==> config.mk <==
export PLATFORM = sky130hd
export DESIGN_NAME = bin_to_bcd_seq
export DESIGN_NICKNAME = d
export VERILOG_FILES = /design/src/rtl/bin_to_bcd_seq_pkg.sv /design/src/rtl/bin_to_bcd_seq_add3.sv /design/src/rtl/bin_to_bcd_seq.sv
export SDC_FILE = /design/constraint.sdc
export NUM_CORES = 1
export LEC_CHECK = 0
export ABC_AREA = 0
export CAP_MARGIN = 30
export CORE_ASPECT_RATIO = 1.5
export CORE_MARGIN = 2
export CORE_UTILIZATION = 29
export CTS_CLUSTER_DIAMETER = 200
export DETAILED_ROUTE_END_ITERATION = 10
export GPL_TIMING_DRIVEN = 0
export MAX_ROUTING_LAYER = met4
export PLACE_DENSITY = 0.54
export SETUP_SLACK_MARGIN = 0.05
export SYNTH_ARGS = -nofsm -noshare
export SYNTH_HDL_FRONTEND = slang
export SYNTH_SLANG_ARGS = --single-unit
==> constraint.sdc <==
create_clock -name i_clk -period 1.7 [get_ports i_clk]
set_clock_uncertainty 0.05 [all_clocks]
set_input_delay 0.51 -clock i_clk [delete_from_list [all_inputs] [get_ports i_clk]]
set_output_delay 0.51 -clock i_clk [all_outputs]
set_load 0.01 [all_outputs]
==> src/rtl/bin_to_bcd_seq_pkg.sv <==
// Shared types and constants for the sequential binary-to-BCD converter.
package bin_to_bcd_seq_pkg;

    localparam logic [3:0] DIGIT_BLANK = 4'hF;

    typedef enum logic [1:0] {
        IDLE   = 2'd0,
        CONV   = 2'd1,
        FINISH = 2'd2
    } state_t;

    // Largest value representable in 'digits' decimal digits (10^digits - 1).
    function automatic logic [63:0] max_dec(input int unsigned digits);
        logic [63:0] p;
        p = 64'd1;
        for (int unsigned i = 0; i < digits; i++) begin
            p = p * 64'd10;
        end
        return p - 64'd1;
    endfunction

    function automatic int unsigned clog2(input int unsigned v);
        int unsigned r;
        r = 0;
        if (v > 1) begin
            for (int unsigned w = v - 1; w > 0; w = w >> 1) begin
                r++;
            end
        end
        return r;
    endfunction

endpackage

==> src/rtl/bin_to_bcd_seq_add3.sv <==
// Double-dabble digit correction: add 3 to any digit of 5 or more.
module bcd_add3 (
    input  logic [3:0] i_digit,
    output logic [3:0] o_digit_c
);

    assign o_digit_c = (i_digit >= 4'd5) ? i_digit + 4'd3 : i_digit;

endmodule

==> src/rtl/bin_to_bcd_seq.sv <==
// Iterative binary-to-BCD converter, one bit per clock; result register holds
// between conversions and shows blank digits when the value does not fit.
module bin_to_bcd_seq
    import bin_to_bcd_seq_pkg::*;
#(
    parameter int unsigned BIN_W  = 14,
    parameter int unsigned DIGITS = 4
) (
    input  logic                  i_clk,
    input  logic                  i_rst_n,
    input  logic                  i_start,
    input  logic [BIN_W-1:0]      i_bin,
    output logic                  o_busy,
    output logic                  o_done,
    output logic [4*DIGITS-1:0]   o_bcd_out,
    output logic                  o_ovf
);

    localparam int unsigned BCD_W   = 4 * DIGITS;
    localparam int unsigned WORK_W  = BCD_W + BIN_W;
    localparam int unsigned CNT_W   = clog2(BIN_W + 1);
    localparam logic [63:0] MAX_DEC = max_dec(DIGITS);

    state_t              r_state, w_state_next;
    logic [WORK_W-1:0]   r_work, w_work_next, w_shifted;
    logic [CNT_W-1:0]    r_cnt, w_cnt_next;
    logic                r_ovf_pend, w_ovf_pend_next;
    logic [BCD_W-1:0]    r_bcd_out, w_bcd_out_next, w_adj;
    logic                r_ovf, w_ovf_next;
    logic                r_busy, r_done;
    logic                w_last;
    logic                w_ovf_cap;

    genvar g;
    generate
        for (g = 0; g < DIGITS; g++) begin : g_add3
            bcd_add3 u_add3 (
                .i_digit   (r_work[BIN_W + 4*g +: 4]),
                .o_digit_c (w_adj[4*g +: 4])
            );
        end
    endgenerate

    // Correct-then-shift happens in a single cycle; top bit falls off only on overflow.
    assign w_shifted = {w_adj, r_work[BIN_W-1:0]} << 1;
    assign w_last    = (r_cnt == CNT_W'(BIN_W - 1));
    assign w_ovf_cap = (64'(i_bin) > MAX_DEC);

    always_comb begin
        w_state_next    = r_state;
        w_work_next     = r_work;
        w_cnt_next      = r_cnt;
        w_ovf_pend_next = r_ovf_pend;
        w_bcd_out_next  = r_bcd_out;
        w_ovf_next      = r_ovf;
        case (r_state)
            IDLE, FINISH: begin
                w_state_next = IDLE;
                if (i_start) begin
                    w_state_next    = CONV;
                    w_work_next     = {BCD_W'(0), i_bin};
                    w_cnt_next      = '0;
                    w_ovf_pend_next = w_ovf_cap;
                end
            end
            CONV: begin
                w_work_next = w_shifted;
                w_cnt_next  = r_cnt + CNT_W'(1);
                if (w_last) begin
                    w_state_next   = FINISH;
                    w_bcd_out_next = r_ovf_pend ? {DIGITS{DIGIT_BLANK}}
                                                : w_shifted[WORK_W-1 -: BCD_W];
                    w_ovf_next     = r_ovf_pend;
                end
            end
            default: w_state_next = IDLE;
        endcase
    end

    always_ff @(posedge i_clk or negedge i_rst_n) begin
        if (!i_rst_n) begin
            r_state    <= IDLE;
            r_work     <= '0;
            r_cnt      <= '0;
            r_ovf_pend <= 1'b0;
            r_bcd_out  <= '0;
            r_ovf      <= 1'b0;
            r_busy     <= 1'b0;
            r_done     <= 1'b0;
        end else begin
            r_state    <= w_state_next;
            r_work     <= w_work_next;
            r_cnt      <= w_cnt_next;
            r_ovf_pend <= w_ovf_pend_next;
            r_bcd_out  <= w_bcd_out_next;
            r_ovf      <= w_ovf_next;
            r_busy     <= (w_state_next == CONV);
            r_done     <= (w_state_next == FINISH);
        end
    end

    assign o_busy    = r_busy;
    assign o_done    = r_done;
    assign o_bcd_out = r_bcd_out;
    assign o_ovf     = r_ovf;

endmodule

==> out/summary.txt, run 1 <==
largest net degree at the start of global routing: 34
row cnt: 42
fin crit period: 1.598 ns
critical-path cell list: clkdlybuf4s50_1 > nor4_1 > nor2_1 > o311ai_0 > nand2_1
crit path from: i_bin[7]
CP Launch Type: input port
Avg Cell Area, Syn: 10.31 sq um
GRT Residual Overflow: 0
Logic pwr share: 47.4%
critical path's slowest cell: clkdlybuf4s50_1
CTS sink count: 56
Synthesized Nets: 276
initial DRC count: 59
Tcrit/Tclk final: 93.97%
gpl congestion: 0.7738
maxcap violations: 0
Worst setup EP type: flip-flop
Initial Utilization: 29.43%
Routed Antenna Nets: 0
Skew-Pair Late Insertion Delay: 0.29 ns
Synth warnings: 0
1st-pass router iterations: 4
Critical Path AT: 1.72 ns
vias in the first global route: 1942
I/O Buffers: 35
Residual DRC: 0
Hold Crit Class: in2async
Critical R2R Launch: r_work[18]
Final #Nets: 329
Post-Synthesis Cell Area: 2567 sq um
# hold bufs at CTS: 0
CTS Buf Count: 5
Core ar.: 8723 sq um
Slew HR: 61.63%
critical path class: in2reg
Net Sw Power: 2402 uW
final WL: 5.962 mm
final total power: 6497 uW
Die ar.: 9638 sq um
WL/cell: 14.44 um
leak pwr: 0.001514 uW
Reg clk slew, reported paths: 0.07 ns
RSZ-0062 raised after global routing: no
I/O pins: 36
Setup TNS: 0 ns
vias: 2021
first-pass GRT wire length: 9.998 mm
Worst Tran Pin Value: 0.5755 ns
vias per inst: 4.893
CTS tree: built
layout cells sized above 1: 17.16%
synth unique cells: 36
status: finished clean
Clock Root Buffer: clkbuf_16
CP delay by family, top: simple AND/OR/NAND/NOR gates
switching share of power: 36.97%
fmax: 626.0 MHz
power share of the clock group: 16.0%
Ant. Diodes: 0
PwrDens: 1914 nW/um^2
die outline height: 119.2 um
Crit path required time: 1.82 ns
sequential share of power: 36.6%
worst-case clock buffer depth: 2
Slew Viols, Final: 0
Chip Width: 80.83 um
endpoints failing setup: 0
Yosys reg bits: 56
H-Tree Level Count: 2
initial antenna violation count: 0
critical path peak fanout: 2
slowest stage delay, CP: 0.43 ns
register area share after synthesis: 54.58%
Int Power: 4096 uW
Total Routing Usage GR: 13.71%
Peak VDD IR: 739.7 uV
Synth Instances: 249
Area Overhead vs Synth: 32.21%
Post-DP HPWL: 4.168 mm
final hold violation count: 0
CP Buf/Inv Count: 1
worst paths after layout:
path / end / slack, ns / cells after the start
max: r_ovf_pend / 0.10 / 5
min: r_work[17] / 0.16 / 1
max reg2reg: o_bcd_out[6] / 0.12 / 5
min reg2reg: r_work[5] / 0.43 / 2
max in group asynchronous: r_work[22] / 0.86 / 2
min in group i_clk: r_work[5] / 0.43 / 2
flip-flops by register name, indices dropped and copies added, names as in the netlist:
signal / count
r_work: 30
o_bcd_out: 16
o_done: 1
o_ovf: 1
r_state: 2
r_cnt: 4
r_ovf_pend: 1
o_busy: 1
layout make-up:
class / count / area (sq um)
fillers: 932 / 5329
flip-flops and latches: 56 / 1403
multi-input cells: 171 / 1159
repair buffers: 46 / 416.7
clock buffers: 8 / 146.4
well taps: 110 / 137.6
plain buffers: 13 / 98.84
inverters: 9 / 33.78
Yosys cell counts, drive strengths merged:
| cell type | number | area share [%] |
|---|---|---|
| nand4 | 1 | 0.24 |
| ha | 10 | 4.9 |
| a22oi | 13 | 3.8 |
| nand3 | 6 | 1.2 |
| a22o | 8 | 2.7 |
| clkbuf | 1 | 0.15 |
| o311ai | 1 | 0.34 |
| nor3 | 3 | 0.58 |
| and3 | 1 | 0.24 |
| a21oi | 17 | 3.3 |
| inv | 9 | 1.3 |
| mux2i | 2 | 0.78 |
| nor2b | 1 | 0.24 |
| xnor2 | 4 | 1.4 |
| a211oi | 3 | 0.88 |
| a21o | 1 | 0.29 |
| mux2 | 3 | 1.3 |
| nand2 | 40 | 5.8 |
| o21ai | 17 | 3.3 |
| a32o | 1 | 0.39 |
| nor2 | 14 | 2.1 |
| dfrtp | 56 | 55 |
| o22a | 6 | 2.0 |
| a31oi | 1 | 0.24 |
| and2b | 2 | 0.68 |
| nor4 | 1 | 0.24 |
| nor3b | 6 | 1.8 |
| buf | 12 | 2.8 |
| and2 | 2 | 0.49 |
| nand2b | 7 | 1.8 |
what timing repair did:
action                                  4_1_cts  5_1_grt
buffers inserted                              3        7
endpoints found under the setup margin       64       47
pin swaps                                     0        6
gates resized for setup                      28       29
metal layers:
metal | vias to the layer above | global-route usage, % | part of all wire [%]
li1 | 978 | - | -
met1 | 997 | 17.17 | 44
met2 | 38 | 22.52 | 51
met3 | 8 | 2.727 | 3.0
met4 | 0 | 3.496 | 1.3
met5 | - | - | 0
through the flow:
step                      std cells  area (sq um)  setup slack (ns)  hold slack (ns)  util [%]
after floorplan                 249          2567            0.1337           0.1644         -
after global placement          394          3055            -1.768           0.4119     35.03
after detailed placement        395          3070           -0.3260           0.4170     35.20
after CTS                       406          3241           0.04944           0.1789     37.15
after global routing            413          3395           0.02390           0.1996     38.91
final                           413          3395            0.1024           0.1633     38.91
placed cells by master, fill, tap and decap left out, drive strengths merged, types with 3 or more instances in the layout:
cell	netlist	final
nor3b	6	6
xnor2	4	4
dfrtp	56	56
nor2	14	14
nand2	40	40
clkdlybuf4s50	0	15
a211oi	3	3
ha	10	10
a21oi	17	17
nand3	6	6
mux2	3	3
a22oi	13	13
o21ai	17	17
nand2b	7	7
nor3	3	3
o22a	6	6
a22o	8	8
inv	9	9
buf	12	23
dlygate4sd2	0	19
clkbuf	1	10
logic make-up (layout without fill, tap and decap cells):
logic type      Yosys count  after routing  share of synthesized area [%]
simple gates             84             84                          15.45
compound gates           68             68                          17.35
flops                    56             56                          54.58
mux                       5              5                          2.095
fa+ha+maj                10             10                          4.873
xor+xnor                  4              4                          1.364
buf+inv                  22             76                          4.288
power groups by stage:
stage | Clock [uW] | Combinational [uW] | Sequential (uW)
after floorplan | 0 | 1690 | 2410
after global placement | 0 | 2650 | 2400
after detailed placement | 0 | 2720 | 2410
after CTS | 1080 | 2710 | 2370
after global routing | 1140 | 3440 | 2460
final | 1040 | 3080 | 2380
Power figures use the tool's default switching activity.
==> inputs of run 2 (changes only) <==
--- a/config.mk
+++ b/config.mk
@@ -10,7 +10,7 @@
 export CORE_ASPECT_RATIO = 1.5
 export CORE_MARGIN = 2
 export CORE_UTILIZATION = 29
-export CTS_CLUSTER_DIAMETER = 200
+export CTS_CLUSTER_DIAMETER = 100
 export DETAILED_ROUTE_END_ITERATION = 10
 export GPL_TIMING_DRIVEN = 0
 export MAX_ROUTING_LAYER = met4
==> results of run 2 <==
No change in the layout: final DEF, timing and power equal those of run 1.
